File: src/rtl/led_pkg.sv
// Shared types and constants for the LED pattern sequencer and its tick generator.
package led_pkg;

   localparam int PERIOD_W = 16;

   typedef enum logic [1:0] {
      MODE_STATIC  = 2'd0,
      MODE_BLINK   = 2'd1,
      MODE_CHASE   = 2'd2,
      MODE_BREATHE = 2'd3
   } mode_e;

   typedef enum logic {
      ST_IDLE = 1'b0,
      ST_RUN  = 1'b1
   } state_e;

endpackage

File: src/rtl/led_tick_gen.sv
// Tick prescaler and step counter. Both counters sit at zero while run_i is low,
// so the first run cycle always starts a fresh step. step_strobe_o is
// combinational and marks the last cycle of each step.
module led_tick_gen
   import led_pkg::*;
#(
   parameter int PRESCALE = 10
) (
   input  logic                clk,
   input  logic                rst_n,
   input  logic                run_i,
   input  logic [PERIOD_W-1:0] period_i,
   output logic                step_strobe_o
);

   localparam int            PW       = (PRESCALE > 1) ? $clog2(PRESCALE) : 1;
   localparam logic [PW-1:0] PRE_LAST = PW'(PRESCALE - 1);

   logic [PW-1:0]       presc_q, presc_d;
   logic [PERIOD_W-1:0] step_q, step_d;
   logic [PERIOD_W-1:0] last_step;
   logic                tick;

   // A period of zero behaves as a period of one.
   assign last_step     = (period_i == '0) ? '0 : period_i - PERIOD_W'(1);
   assign tick          = run_i && (presc_q == PRE_LAST);
   assign step_strobe_o = tick && (step_q == last_step);

   // Next-state for the prescaler and step counter.
   always_comb begin
      presc_d = presc_q;
      step_d  = step_q;
      if (!run_i) begin
         presc_d = '0;
         step_d  = '0;
      end else begin
         presc_d = tick ? '0 : presc_q + PW'(1);
         if (tick) begin
            step_d = step_strobe_o ? '0 : step_q + PERIOD_W'(1);
         end
      end
   end

   // Counter registers.
   always_ff @(posedge clk or negedge rst_n) begin
      if (!rst_n) begin
         presc_q <= '0;
         step_q  <= '0;
      end else begin
         presc_q <= presc_d;
         step_q  <= step_d;
      end
   end

endmodule

File: src/rtl/led_pattern_sequencer.sv
// LED pattern sequencer: static, blink, bounce-chase and breathe patterns on a
// programmable step period. Config written while running is held in a shadow
// copy and applied at the next step boundary.
// Optional build macro LED_PAT_GAMMA_EN: squares the breathe ramp for the duty
// output, adding one register stage of duty latency in BREATHE.
//
// state   | meaning
// ST_IDLE | outputs forced low, cfg_wr writes the active config directly
// ST_RUN  | pattern running, cfg_wr goes to the shadow until the next boundary
module led_pattern_sequencer
   import led_pkg::*;
#(
   parameter int NUM_LEDS       = 4,
   parameter int PWM_RESOLUTION = 8,
   parameter int CLK_FREQ_HZ    = 100_000_000,
   parameter int TICK_HZ        = 1000
) (
   input  logic                      clk,
   input  logic                      rst_n,
   input  logic                      enable,
   input  logic                      cfg_wr,
   input  logic [1:0]                cfg_mode,
   input  logic [NUM_LEDS-1:0]       cfg_pattern,
   input  logic [PWM_RESOLUTION-1:0] cfg_bright,
   input  logic [PERIOD_W-1:0]       cfg_period,
   output logic [NUM_LEDS-1:0]       led_ctrl,
   output logic [PWM_RESOLUTION-1:0] pwm_duty,
   output logic                      step_strobe,
   output logic                      cfg_pending,
   output logic                      busy
);

   localparam int                        PRESCALE = CLK_FREQ_HZ / TICK_HZ;
   localparam int                        POS_W    = (NUM_LEDS > 1) ? $clog2(NUM_LEDS) : 1;
   localparam logic [POS_W-1:0]          POS_MAX  = POS_W'(NUM_LEDS - 1);
   localparam logic [PWM_RESOLUTION-1:0] RAMP_MAX = '1;

   state_e                    state_q, state_d;
   mode_e                     mode_q, mode_d, sh_mode_q, sh_mode_d;
   logic [NUM_LEDS-1:0]       pat_q, pat_d, sh_pat_q, sh_pat_d;
   logic [PWM_RESOLUTION-1:0] bright_q, bright_d, sh_bright_q, sh_bright_d;
   logic [PERIOD_W-1:0]       period_q, period_d, sh_period_q, sh_period_d;
   logic                      pend_q, pend_d;
   logic [POS_W-1:0]          pos_q, pos_d;
   logic [PWM_RESOLUTION-1:0] ramp_q, ramp_d;
   logic                      up_q, up_d;
   logic                      phase_q, phase_d;
   logic [NUM_LEDS-1:0]       led_q, led_d;
   logic [PWM_RESOLUTION-1:0] duty_q, duty_d;
   logic                      restart, emit;
   logic                      run;
   logic                      strobe;

   assign run = (state_q == ST_RUN);

   led_tick_gen #(
      .PRESCALE (PRESCALE)
   ) u_tick (
      .clk           (clk),
      .rst_n         (rst_n),
      .run_i         (run),
      .period_i      (period_q),
      .step_strobe_o (strobe)
   );

   // FSM, config capture and pattern-state next values; outputs are derived from
   // the next pattern state so they change the cycle after a boundary.
   always_comb begin
      state_d     = state_q;
      mode_d      = mode_q;
      pat_d       = pat_q;
      bright_d    = bright_q;
      period_d    = period_q;
      sh_mode_d   = sh_mode_q;
      sh_pat_d    = sh_pat_q;
      sh_bright_d = sh_bright_q;
      sh_period_d = sh_period_q;
      pend_d      = pend_q;
      pos_d       = pos_q;
      ramp_d      = ramp_q;
      up_d        = up_q;
      phase_d     = phase_q;
      led_d       = led_q;
      duty_d      = duty_q;
      restart     = 1'b0;
      emit        = 1'b0;

      case (state_q)
         ST_IDLE: begin
            led_d  = '0;
            duty_d = '0;
            pend_d = 1'b0;
            if (cfg_wr) begin
               mode_d   = mode_e'(cfg_mode);
               pat_d    = cfg_pattern;
               bright_d = cfg_bright;
               period_d = cfg_period;
            end
            sh_mode_d   = mode_d;
            sh_pat_d    = pat_d;
            sh_bright_d = bright_d;
            sh_period_d = period_d;
            if (enable) begin
               state_d = ST_RUN;
               restart = 1'b1;
               emit    = 1'b1;
            end
         end
         ST_RUN: begin
            if (!enable) begin
               state_d     = ST_IDLE;
               led_d       = '0;
               duty_d      = '0;
               pend_d      = 1'b0;
               sh_mode_d   = mode_q;
               sh_pat_d    = pat_q;
               sh_bright_d = bright_q;
               sh_period_d = period_q;
            end else begin
               emit = 1'b1;
               if (strobe) begin
                  pend_d = 1'b0;
                  if (cfg_wr) begin
                     // A write landing on the boundary itself takes effect right away.
                     mode_d   = mode_e'(cfg_mode);
                     pat_d    = cfg_pattern;
                     bright_d = cfg_bright;
                     period_d = cfg_period;
                     restart  = 1'b1;
                  end else if (pend_q) begin
                     mode_d   = sh_mode_q;
                     pat_d    = sh_pat_q;
                     bright_d = sh_bright_q;
                     period_d = sh_period_q;
                     restart  = 1'b1;
                  end else begin
                     case (mode_q)
                        MODE_BLINK: phase_d = ~phase_q;
                        MODE_CHASE: begin
                           if (NUM_LEDS > 1) begin
                              if (up_q) begin
                                 if (pos_q == POS_MAX) begin
                                    pos_d = pos_q - POS_W'(1);
                                    up_d  = 1'b0;
                                 end else begin
                                    pos_d = pos_q + POS_W'(1);
                                 end
                              end else begin
                                 if (pos_q == '0) begin
                                    pos_d = pos_q + POS_W'(1);
                                    up_d  = 1'b1;
                                 end else begin
                                    pos_d = pos_q - POS_W'(1);
                                 end
                              end
                           end
                        end
                        MODE_BREATHE: begin
                           if (up_q) begin
                              if (ramp_q == RAMP_MAX) begin
                                 ramp_d = ramp_q - PWM_RESOLUTION'(1);
                                 up_d   = 1'b0;
                              end else begin
                                 ramp_d = ramp_q + PWM_RESOLUTION'(1);
                              end
                           end else begin
                              if (ramp_q == '0) begin
                                 ramp_d = ramp_q + PWM_RESOLUTION'(1);
                                 up_d   = 1'b1;
                              end else begin
                                 ramp_d = ramp_q - PWM_RESOLUTION'(1);
                              end
                           end
                        end
                        default: ;
                     endcase
                  end
               end else if (cfg_wr) begin
                  sh_mode_d   = mode_e'(cfg_mode);
                  sh_pat_d    = cfg_pattern;
                  sh_bright_d = cfg_bright;
                  sh_period_d = cfg_period;
                  pend_d      = 1'b1;
               end
            end
         end
         default: state_d = ST_IDLE;
      endcase

      if (restart) begin
         pos_d   = '0;
         ramp_d  = '0;
         up_d    = 1'b1;
         phase_d = 1'b1;
      end

      if (emit) begin
         duty_d = bright_d;
         case (mode_d)
            MODE_STATIC:  led_d = pat_d;
            MODE_BLINK:   led_d = phase_d ? pat_d : '0;
            MODE_CHASE:   led_d = pat_d & (NUM_LEDS'(1) << pos_d);
            MODE_BREATHE: begin
               led_d  = pat_d;
               duty_d = ramp_d;
            end
            default:      led_d = '0;
         endcase
      end
   end

   // State, config, shadow and output registers.
   always_ff @(posedge clk or negedge rst_n) begin
      if (!rst_n) begin
         state_q     <= ST_IDLE;
         mode_q      <= MODE_STATIC;
         pat_q       <= '0;
         bright_q    <= '0;
         period_q    <= PERIOD_W'(1);
         sh_mode_q   <= MODE_STATIC;
         sh_pat_q    <= '0;
         sh_bright_q <= '0;
         sh_period_q <= PERIOD_W'(1);
         pend_q      <= 1'b0;
         pos_q       <= '0;
         ramp_q      <= '0;
         up_q        <= 1'b1;
         phase_q     <= 1'b1;
         led_q       <= '0;
         duty_q      <= '0;
      end else begin
         state_q     <= state_d;
         mode_q      <= mode_d;
         pat_q       <= pat_d;
         bright_q    <= bright_d;
         period_q    <= period_d;
         sh_mode_q   <= sh_mode_d;
         sh_pat_q    <= sh_pat_d;
         sh_bright_q <= sh_bright_d;
         sh_period_q <= sh_period_d;
         pend_q      <= pend_d;
         pos_q       <= pos_d;
         ramp_q      <= ramp_d;
         up_q        <= up_d;
         phase_q     <= phase_d;
         led_q       <= led_d;
         duty_q      <= duty_d;
      end
   end

`ifdef LED_PAT_GAMMA_EN
   logic [2*PWM_RESOLUTION-1:0] sq;
   logic [PWM_RESOLUTION-1:0]   gam_q;
   logic                        brth_q, gsel_q;

   assign sq = {{PWM_RESOLUTION{1'b0}}, duty_q} * {{PWM_RESOLUTION{1'b0}}, duty_q};

   // Gamma stage: brth_q marks duty_q as a breathe ramp value, gsel_q follows gam_q.
   always_ff @(posedge clk or negedge rst_n) begin
      if (!rst_n) begin
         gam_q  <= '0;
         brth_q <= 1'b0;
         gsel_q <= 1'b0;
      end else begin
         gam_q  <= sq[2*PWM_RESOLUTION-1:PWM_RESOLUTION];
         brth_q <= (state_d == ST_RUN) && (mode_d == MODE_BREATHE);
         gsel_q <= brth_q;
      end
   end

   assign pwm_duty = gsel_q ? gam_q : duty_q;
`else
   assign pwm_duty = duty_q;
`endif

   assign led_ctrl    = led_q;
   assign step_strobe = strobe;
   assign cfg_pending = pend_q;
   assign busy        = run;

endmodule

File: config.mk
export PLATFORM = sky130hd
export DESIGN_NAME = led_pattern_sequencer
export DESIGN_NICKNAME = d
export VERILOG_FILES = /design/src/rtl/led_pkg.sv /design/src/rtl/led_tick_gen.sv /design/src/rtl/led_pattern_sequencer.sv
export SDC_FILE = /design/constraint.sdc
export NUM_CORES = 1
export LEC_CHECK = 0
export ABC_AREA = 1
export CORE_MARGIN = 5
export CORE_UTILIZATION = 30
export DETAILED_ROUTE_END_ITERATION = 12
export GPL_ROUTABILITY_DRIVEN = 1
export GPL_TIMING_DRIVEN = 0
export SETUP_SLACK_MARGIN = 0.3
export SLEW_MARGIN = 0
export SYNTH_ARGS = -nofsm -noshare
export SYNTH_HDL_FRONTEND = slang
export SYNTH_SLANG_ARGS = --single-unit
export TNS_END_PERCENT = 100
File: constraint.sdc
create_clock -name clk -period 4.2 [get_ports clk]
set_input_delay 0.84 -clock clk [delete_from_list [all_inputs] [get_ports clk]]
set_output_delay 0.84 -clock clk [all_outputs]
set_load 0.01 [all_outputs]
==> impl_metrics.env, run 1 <==
export IMPL_internal_power_uw=2297
export IMPL_end_kind="output port"
export IMPL_clk_pin_slew_ns=0.07
export IMPL_layout_drive_gt1_share=0.07884
export IMPL_slowest_delay_ns=0.58
export IMPL_root_buffer="clkbuf_16"
export IMPL_crit_slowest_cell="dfstp_2"
export IMPL_synth_avg_cell_area_um2=6.756
export IMPL_worst_pin_slew_ns=0.6640
export IMPL_via_per_inst=5.048
export IMPL_maxSlewViolCount=0
export IMPL_die_x_um=171.2
export IMPL_floorplan_initialDensity=0.3017
export IMPL_register_area_um2=2983
export IMPL_setup_tns_final_ns=0
export IMPL_r2r_end="led_ctrl[2]$_DFF_PN0_"
export IMPL_cp_start_kind="flop"
export IMPL_synth_edf_count=0
export IMPL_post_route_period_util=0.8883
export IMPL_worstPathMaxFanout=10
export IMPL_synth_cells=1154
export IMPL_cts_sinks=119
export IMPL_dp_cells=1538
export IMPL_crit_family="simple AND/OR/NAND/NOR gates"
export IMPL_cpMostUsedCell="nand2_1"
export IMPL_synth_nets=1197
export IMPL_synth_ff_type="dfrtp_1"
export IMPL_nNetsFinal=1273
export IMPL_cp_data_required_time_ns=3.36
export IMPL_wl_um=24940
export IMPL_reg2reg_from="period_q[0]$_DFFE_PN1P_"
export IMPL_ys_seq_elements=119
export IMPL_io_buffers=48
export IMPL_finalHoldViolations=0
export IMPL_area_growth_pct=21.22
export IMPL_clock_latency_ns=0.43
export IMPL_gp_congestion=0.8725
export IMPL_diodes=0
export IMPL_post_synth_num_cell_types=43
export IMPL_path_depth=17
export IMPL_grt_ovfl_total=0
export IMPL_p_comb_frac=0.190
export IMPL_die_h_um=171.2
export IMPL_seq_power_share=0.384
export IMPL_rsz0062_at_grt="no"
export IMPL_final_cells=1578
export IMPL_num_vias=7966
export IMPL_r2r_setup_slack_ns=0.60
export IMPL_drt_iter0_drc=660
export IMPL_power_switching_uw=1108
export IMPL_wire_per_inst_um=15.80
export IMPL_async_reset_ff_frac=1.000
export IMPL_synth_top_cell_area_share=0.3691
export IMPL_grt_antenna_before_repair=0
export IMPL_track_usage=0.1695
export IMPL_p_sw_frac=0.3253
export IMPL_min_path_type="in -> async"
export IMPL_slew_headroom=0.5573
export IMPL_numCtsBuffers=17
export IMPL_crit_buf_inv=4
export IMPL_die_area_um2=29310
export IMPL_setup_viol=0
export IMPL_cts_tree="built"
export IMPL_layout_min_cycle_time_ns=3.731
export IMPL_fillCellCount=2695
export IMPL_grt_start_max_net_pins=91
export IMPL_ir_drop_v=0.0002967
export IMPL_skew_ns=0.01115
export IMPL_worstPathCellList="clkinv_4, ha_4, nand2_4, nor2_4, nand2_4, buf_8, nand2_1, nand2_1, nand2_1, nor2_1, nand2_1, nor2_1, nand2_1, nor2_4, nand2_4, inv_1, dlygate4sd2_1"
export IMPL_pre_cts_ws_ns=-0.1912
export IMPL_status="finished clean"
export IMPL_multiInputGateArea_um2=4168
export IMPL_ant_nets=0
export IMPL_leakage_uw=0.004398
export IMPL_dr_pass1_iters=5
export IMPL_rows=59
export IMPL_synthTopCellsByArea="dfrtp_1 (37%), nand2_1 (16%), nor2_1 (6.8%)"
export IMPL_io_pins=49
export IMPL_grt_pass1_wl_um=39520
export IMPL_maxCapViolations=0
export IMPL_setup_slack_ns=0.4690
export IMPL_drc_errors=0
export IMPL_whs_ns=0.2815
export IMPL_netlist_area_um2=7796
export IMPL_core_area_um2=25840
export IMPL_htreeDepth=4
export IMPL_rr_worst_depth=23
export IMPL_synth_warnings=0
export IMPL_synth_area_leader_cell="dfrtp_1"
export IMPL_powerDensity_nw_per_um2=360.3
export IMPL_clkPwrFrac=0.426
export IMPL_clock_path_buffers=2
export IMPL_path_class="reg -> out"
export IMPL_grt_pass1_vias=7565
export IMPL_max_freq_mhz=268.0
export IMPL_worst_ep_arrival_time_ns=2.89
export IMPL_ys_seq_area_frac=0.3826
export IMPL_dpl_hpwl_um=18010
flip-flops by register name, indices dropped and copies added (netlist names):
name            cells
u_tick.presc_q     17
period_q           16
sh_period_q        16
u_tick.step_q      16
bright_q            8
pwm_duty            8
ramp_q              8
sh_bright_q         8
led_ctrl            4
pat_q               4
sh_pat_q            4
mode_q              2
pos_q               2
sh_mode_q           2
busy                1
cfg_pending         1
phase_q             1
up_q                1
worst max-delay path by stage:
stage | start | end | slack, ns
after floorplan | period_q[0]$_DFFE_PN1P_ | pwm_duty[5]$_DFF_PN0_ | 0.75
after global placement | rst_n | ramp_q[4]$_DFF_PN0_ | -2.84
after detailed placement | period_q[0]$_DFFE_PN1P_ | pwm_duty[7]$_DFF_PN0_ | -0.19
after CTS | period_q[0]$_DFFE_PN1P_ | pwm_duty[7]$_DFF_PN0_ | 0.42
after global routing | period_q[0]$_DFFE_PN1P_ | step_strobe | 0.32
final | period_q[0]$_DFFE_PN1P_ | step_strobe | 0.47
layout by cell type (no fill, tap or decap), types with 5 or more instances in the layout:
master,count
clkinv_4,5
a22oi_1,5
nand2_1,338
clkbuf_16,17
nor3_1,18
o21a_1,9
clkbuf_1,32
o21ai_0,79
clkdlybuf4s50_1,46
a21oi_1,39
buf_2,10
buf_4,8
o211ai_1,10
nor2_2,10
nor2_4,7
o22ai_1,10
o221ai_1,10
a31oi_1,25
xor2_1,13
nand3_1,87
nand2_2,5
dfrtp_1,115
inv_1,120
nand4_1,22
inv_6,5
ha_1,8
nor2_1,139
logic make-up after synthesis:
kind of cell               after synthesis  share of synthesized area
and+or+nand+nor                        642                     0.3515
DFF                                    119                     0.3826
xor gates and xnor gates                13                    0.01460
adders and majority gates                9                    0.01444
AOI/OAI and AO/OA                      196                     0.1472
buffers and inverters                  175                    0.08971
synthesized netlist by cell type, types with 13 or more instances:
cell      instances
o21ai_0          79
nand3_1          87
nand4_1          22
nand2_1         342
a21oi_1          39
clkbuf_1         34
inv_1           120
dfrtp_1         115
nor3_1           19
a31oi_1          25
xor2_1           13
nor2_1          141
area by class of cell:
type                       instances  share of cell area
inverter                         124             0.04991
multi-input combinational        860              0.4410
clock buffer                      17             0.04502
timing repair buffer              57             0.06276
clock inverter                    15             0.01536
sequential                       119              0.3156
buffer                            51             0.02595
tap                              335             0.04435
metal layers:
metal	up-vias	GRT usage	wire length, µm
met4	0	0.04926	325
met5	-	0	0
met1	3743	0.2372	11650
met2	245	0.2658	11420
met3	27	0.03539	1539
li1	3951	-	-
power by group through the flow:
| stage | Combinational [µW] | Clock [µW] | Sequential, µW |
|---|---|---|---|
| final | 647 | 1450 | 1310 |
| after CTS | 638 | 1480 | 1310 |
| after detailed placement | 623 | 0 | 1320 |
| after global routing | 723 | 1520 | 1320 |
| after global placement | 614 | 0 | 1320 |
| after floorplan | 399 | 0 | 1310 |
metrics by stage:
stage                 util  area [µm²]  total power (µW)
floorplan                -        7796              1712
global placement    0.3366        8696              1938
detailed placement  0.3377        8725              1946
CTS                 0.3640        9404              3421
global route        0.3658        9450              3566
finish              0.3658        9450              3405
what timing repair did:
action,4_1_cts,5_1_grt
buffers inserted,4,4
resized for setup,15,9
pin swaps,3,4
hold endpoints to repair,0,0
gates cloned,0,0
setup endpoints to repair,13,13
hold buffers,0,0
Power figures use the tool's default switching activity.
==> inputs of run 2 (changes only) <==
--- a/config.mk
+++ b/config.mk
@@ -12,7 +12,7 @@
 export GPL_ROUTABILITY_DRIVEN = 1
 export GPL_TIMING_DRIVEN = 0
 export SETUP_SLACK_MARGIN = 0.3
-export SLEW_MARGIN = 0
+export SLEW_MARGIN = 20
 export SYNTH_ARGS = -nofsm -noshare
 export SYNTH_HDL_FRONTEND = slang
 export SYNTH_SLANG_ARGS = --single-unit
==> impl_metrics.env, run 2 (synthesis results as in run 1) <==
export IMPL_drc_errors=0
export IMPL_r2r_setup_slack_ns=0.55
export IMPL_root_buffer="clkbuf_16"
export IMPL_ir_drop_v=0.0002998
export IMPL_floorplan_initialDensity=0.3017
export IMPL_regMostFlops="u_tick.presc_q"
export IMPL_numCtsBuffers=17
export IMPL_die_h_um=171.2
export IMPL_fillCellCount=2704
export IMPL_htreeDepth=4
export IMPL_powerDensity_nw_per_um2=359.3
export IMPL_num_vias=7987
export IMPL_multiInputGateArea_um2=4165
export IMPL_dr_pass1_iters=5
export IMPL_track_usage=0.1713
export IMPL_end_kind="output port"
export IMPL_clock_path_buffers=2
export IMPL_area_growth_pct=21.47
export IMPL_reg2reg_from="period_q[0]$_DFFE_PN1P_"
export IMPL_worstPathMaxFanout=10
export IMPL_p_sw_frac=0.3245
export IMPL_power_switching_uw=1104
export IMPL_final_util=0.3665
export IMPL_grt_antenna_before_repair=0
export IMPL_cp_start_kind="flop"
export IMPL_io_buffers=48
export IMPL_nNetsFinal=1276
export IMPL_min_path_type="in -> async"
export IMPL_maxCapViolations=0
export IMPL_drt_iter0_drc=715
export IMPL_register_area_um2=2983
export IMPL_p_comb_frac=0.191
export IMPL_layout_min_cycle_time_ns=3.719
export IMPL_path_class="reg -> out"
export IMPL_post_route_period_util=0.8856
export IMPL_skew_ns=0.008539
export IMPL_p_total_uw=3402
export IMPL_r2r_end="pwm_duty[7]$_DFF_PN0_"
export IMPL_setup_viol=0
export IMPL_grt_pass1_wl_um=39910
export IMPL_grt_ovfl_total=0
export IMPL_final_cell_mix="nand2_1 (339), nor2_1 (139), inv_1 (120), dfrtp_1 (115), nand3_1 (87)"
export IMPL_cp_data_required_time_ns=3.36
export IMPL_worst_pin_slew_ns=0.7026
export IMPL_internal_power_uw=2298
export IMPL_ant_nets=0
export IMPL_fin_area_um2=9470
export IMPL_maxSlewViolCount=0
export IMPL_clkPwrFrac=0.425
export IMPL_pre_cts_ws_ns=-0.2239
export IMPL_layout_commonest_cell="nand2_1"
export IMPL_grt_pass1_vias=7671
export IMPL_rr_worst_depth=22
export IMPL_leakage_uw=0.004411
export IMPL_wire_per_inst_um=15.79
export IMPL_status="finished clean"
export IMPL_dpl_hpwl_um=18060
export IMPL_cts_tree="built"
export IMPL_slew_headroom=0.5316
export IMPL_core_area_um2=25840
export IMPL_dp_cells=1538
export IMPL_via_per_inst=5.052
export IMPL_wl_um=24960
export IMPL_layout_drive_gt1_share=0.08026
export IMPL_dpl_instance_area_um2=8728
export IMPL_clk_pin_slew_ns=0.06
export IMPL_holdBufCountCts=0
export IMPL_gp_congestion=0.8725
export IMPL_clock_latency_ns=0.43
export IMPL_max_freq_mhz=268.9
export IMPL_diodes=0
export IMPL_die_area_um2=29310
export IMPL_finalHoldViolations=0
export IMPL_rsz0062_at_grt="yes"
export IMPL_final_cells=1581
export IMPL_grt_start_max_net_pins=93
export IMPL_io_pins=49
export IMPL_worst_ep_arrival_time_ns=2.88
export IMPL_seq_power_share=0.384
export IMPL_setup_slack_ns=0.4806
export IMPL_die_x_um=171.2
export IMPL_largest_reg_flops=17
export IMPL_rows=59
export IMPL_cts_sinks=119
-- run 2: per-layer routing --
layer	wire length, µm	vias up	part of all wire	track usage
li1	-	3959	-	-
met1	11690	3765	0.47	0.2372
met2	11520	230	0.46	0.2773
met3	1412	33	0.057	0.03103
met4	340	0	0.014	0.04581
met5	0	-	0	0
-- run 2: final cells by class --
| type | count | share of cell area |
|---|---|---|
| multi-input cells | 860 | 0.4398 |
| flip-flops and latches | 119 | 0.3150 |
| repair buffers | 60 | 0.06540 |
| inverters | 124 | 0.04981 |
| clock buffers | 17 | 0.04492 |
| well taps | 335 | 0.04426 |
| plain buffers | 51 | 0.02550 |
| clock inverters | 15 | 0.01533 |
-- run 2: critical path, stage by stage (launching register included) --
cell	delay (ns)
dfstp_2	0.58
clkinv_4	0.10
ha_4	0.20
nand2_4	0.11
nor2_4	0.05
nand2_4	0.10
buf_8	0.15
nand2_1	0.05
nand2_1	0.06
nand2_1	0.07
nor2_1	0.13
nand2_1	0.07
nor2_1	0.08
nand2_1	0.10
nor2_4	0.18
nand2_4	0.10
inv_1	0.06
dlygate4sd2_1	0.26
-- run 2: how the worst max path moves through the flow --
stage                                  from                    end  slack (ns)  cells after the start
finish              period_q[0]$_DFFE_PN1P_            step_strobe        0.48                     17
global route        period_q[0]$_DFFE_PN1P_  pwm_duty[0]$_DFF_PN0_        0.28                     23
CTS                 period_q[0]$_DFFE_PN1P_  pwm_duty[7]$_DFF_PN0_        0.41                     22
detailed placement  period_q[0]$_DFFE_PN1P_  pwm_duty[7]$_DFF_PN0_       -0.22                     22
global placement                      rst_n    ramp_q[4]$_DFF_PN0_       -2.84                      1
floorplan           period_q[0]$_DFFE_PN1P_  pwm_duty[5]$_DFF_PN0_        0.75                     23
-- run 2: through the flow --
| stage | hold slack (ns) | setup TNS (ns) |
|---|---|---|
| 6_report | 0.2537 | 0 |
| 5_1_grt | 0.2720 | 0 |
| 4_1_cts | 0.2578 | 0 |
| 3_5_place_dp | 0.4596 | -1.596 |
| 3_3_place_gp | 0.4531 | -331.11 |
| 2_1_floorplan | 0.4329 | 0 |
-- run 2: power by group through the flow --
stage,registers (µW),logic (µW),clock network (µW)
global route,1320,729,1510
global placement,1320,614,0
finish,1310,649,1450
CTS,1310,638,1470
floorplan,1310,399,0
detailed placement,1320,624,0
-- run 2: timing repair --
| action | CTS | global route |
|---|---|---|
| gates resized for setup | 15 | 5 |
| buffers inserted | 4 | 7 |
| setup endpoints to repair | 13 | 12 |
| pin swaps | 3 | 2 |
==> inputs of run 3 (changes only) <==
--- a/config.mk
+++ b/config.mk
@@ -8,9 +8,10 @@
 export ABC_AREA = 1
 export CORE_MARGIN = 5
 export CORE_UTILIZATION = 30
+export CTS_CLUSTER_SIZE = 8
 export DETAILED_ROUTE_END_ITERATION = 12
 export GPL_ROUTABILITY_DRIVEN = 1
-export GPL_TIMING_DRIVEN = 0
+export GPL_TIMING_DRIVEN = 1
 export SETUP_SLACK_MARGIN = 0.3
 export SLEW_MARGIN = 20
 export SYNTH_ARGS = -nofsm -noshare
==> impl_metrics.env, run 3 (synthesis results as in run 1) <==
export IMPL_reg2reg_from="period_q[0]$_DFFE_PN1P_"
export IMPL_worst_pin_slew_ns=0.9822
export IMPL_crit_family="buffers and inverters"
export IMPL_layout_drive_gt1_share=0.08292
export IMPL_p_total_uw=3527
export IMPL_setup_viol=0
export IMPL_min_to="u_tick.presc_q[0]$_DFF_PN0_"
export IMPL_regMostFlops="u_tick.presc_q"
export IMPL_drc_errors=0
export IMPL_cpMostUsedCell="buf_4"
export IMPL_worstPathCellList="inv_2, ha_4, nand2_4, nor2_4, buf_12, nand2_8, nand3_1, xor2_1, buf_4, nand3_1, nor2_4, nand3_4, buf_4, nand2_1, buf_4, inv_2, a31oi_1"
export IMPL_numCtsBuffers=17
export IMPL_maxCapViolations=0
export IMPL_wire_per_inst_um=14.79
export IMPL_dr_pass1_iters=6
export IMPL_area_growth_pct=20.08
export IMPL_ir_drop_v=0.0002653
export IMPL_rr_worst_depth=17
export IMPL_worst_ep_arrival_time_ns=3.73
export IMPL_maxSlewViolCount=0
export IMPL_final_util=0.3623
export IMPL_wl_um=22800
export IMPL_min_delay_start="u_tick.presc_q[0]$_DFF_PN0_"
export IMPL_die_x_um=171.2
export IMPL_io_buffers=48
export IMPL_io_pins=49
export IMPL_ant_nets=0
export IMPL_clock_path_buffers=2
export IMPL_gp_congestion=0.9296
export IMPL_path_class="reg -> reg"
export IMPL_clk_pin_slew_ns=0.06
export IMPL_num_vias=7708
export IMPL_slowest_delay_ns=0.66
export IMPL_htreeDepth=4
export IMPL_holdPathStages=1
export IMPL_grt_ovfl_total=0
export IMPL_track_usage=0.1580
export IMPL_finalHoldViolations=0
export IMPL_post_route_period_util=0.8270
export IMPL_die_area_um2=29310
export IMPL_dpl_hpwl_um=15780
export IMPL_holdBufCountCts=0
export IMPL_largest_reg_flops=17
export IMPL_fillCellCount=2726
export IMPL_grt_antenna_before_repair=0
export IMPL_max_freq_mhz=287.9
export IMPL_root_buffer="clkbuf_16"
export IMPL_multiInputGateArea_um2=4182
export IMPL_clock_latency_ns=0.43
export IMPL_cp_start_kind="flop"
export IMPL_via_per_inst=5.002
export IMPL_core_area_um2=25840
export IMPL_diodes=0
export IMPL_floorplan_initialDensity=0.3017
export IMPL_grt_start_max_net_pins=67
export IMPL_grt_pass1_wl_um=37520
export IMPL_r2r_end="sh_bright_q[6]$_DFFE_PN0P_"
export IMPL_slew_headroom=0.3428
export IMPL_final_cell_mix="nand2_1 (341), nor2_1 (136), inv_1 (119), dfrtp_1 (111), nand3_1 (87)"
export IMPL_layout_commonest_cell="nand2_1"
export IMPL_crit_slowest_cell="inv_2"
export IMPL_die_h_um=171.2
export IMPL_leakage_uw=0.004353
export IMPL_worstPathMaxFanout=49
export IMPL_drt_iter0_drc=707
export IMPL_layout_min_cycle_time_ns=3.473
export IMPL_min_path_type="reg -> reg"
export IMPL_cts_tree="built"
export IMPL_cts_sinks=119
export IMPL_grt_pass1_vias=7332
export IMPL_rsz0062_at_grt="no"
export IMPL_end_kind="flop"
export IMPL_powerDensity_nw_per_um2=376.7
export IMPL_status="finished clean"
export IMPL_register_area_um2=2988
export IMPL_setup_tns_final_ns=0
export IMPL_nNetsFinal=1236
export IMPL_r2r_setup_slack_ns=0.73
export IMPL_cp_data_required_time_ns=4.45
export IMPL_rows=59
export IMPL_crit_buf_inv=6
export IMPL_skew_ns=0.01055
[run 3: report_power, final]
part / total [µW] / internal (µW) / switching [µW]
Sequential: 1320 / 1240 / 78.5
Clock: 1600 / 1030 / 569
Combinational: 613 / 227 / 386
Total: 3530 / 2490 / 1030
[run 3: routing by layer]
metal | vias up | GRT usage | share of wire
met5 | - | 0 | 0
met4 | 0 | 0.04099 | 0.011
met3 | 23 | 0.03149 | 0.059
met2 | 209 | 0.2463 | 0.45
met1 | 3620 | 0.2255 | 0.48
li1 | 3856 | - | -
[run 3: worst max-delay path by stage]
stage | slack, ns | endpoint | depth (start not counted) | from
3_5_place_dp | 0.45 | step_strobe | 12 | period_q[0]$_DFFE_PN1P_
4_1_cts | 0.31 | step_strobe | 14 | period_q[6]$_DFFE_PN0P_
6_report | 0.73 | sh_bright_q[6]$_DFFE_PN0P_ | 17 | period_q[0]$_DFFE_PN1P_
3_3_place_gp | 0.62 | pwm_duty[6]$_DFF_PN0_ | 14 | cfg_wr
2_1_floorplan | 0.75 | pwm_duty[5]$_DFF_PN0_ | 23 | period_q[0]$_DFFE_PN1P_
5_1_grt | 0.42 | pwm_duty[2]$_DFF_PN0_ | 19 | period_q[3]$_DFFE_PN0P_
[run 3: what timing repair did]
item	CTS	global route
resized for setup	4	15
pin swaps	3	4
setup endpoints to repair	1	1
hold endpoints to repair	0	0
cloned	1	0
setup buffers	2	7
[run 3: cell type report]
cell class                      instances  area share
Clock buffer                           21     0.04918
Clock inverter                         11     0.01818
Inverter                              124     0.04985
Multi-Input combinational cell        861      0.4467
Sequential cell                       119      0.3192
Tap cell                              335     0.04477
Timing Repair Buffer                   70     0.07217
[run 3: worst register-to-register path, stage by stage, from the launching register on]
cell and delay [ns]:
dfstp_2 0.54, inv_2 0.05, ha_4 0.18, nand2_4 0.09, nor2_4 0.07, buf_12 0.13, nand2_8 0.10, nand3_1 0.12
xor2_1 0.18, buf_4 0.14, nand3_1 0.11, nor2_4 0.06, nand3_4 0.08, buf_4 0.26, nand2_1 0.09, buf_4 0.20
inv_2 0.66, a31oi_1 0.24
[run 3: metrics by stage]
stage | setup slack [ns] | cell area (µm²) | hold WS (ns) | cells
floorplan | 0.7515 | 7796 | 0.4329 | 1154
global placement | 0.6150 | 8567 | 0.4494 | 1499
detailed placement | 0.4492 | 8569 | 0.4506 | 1499
CTS | 0.3132 | 9245 | 0.4600 | 1534
global route | 0.4189 | 9361 | 0.4737 | 1541
finish | 0.7266 | 9361 | 0.4573 | 1541
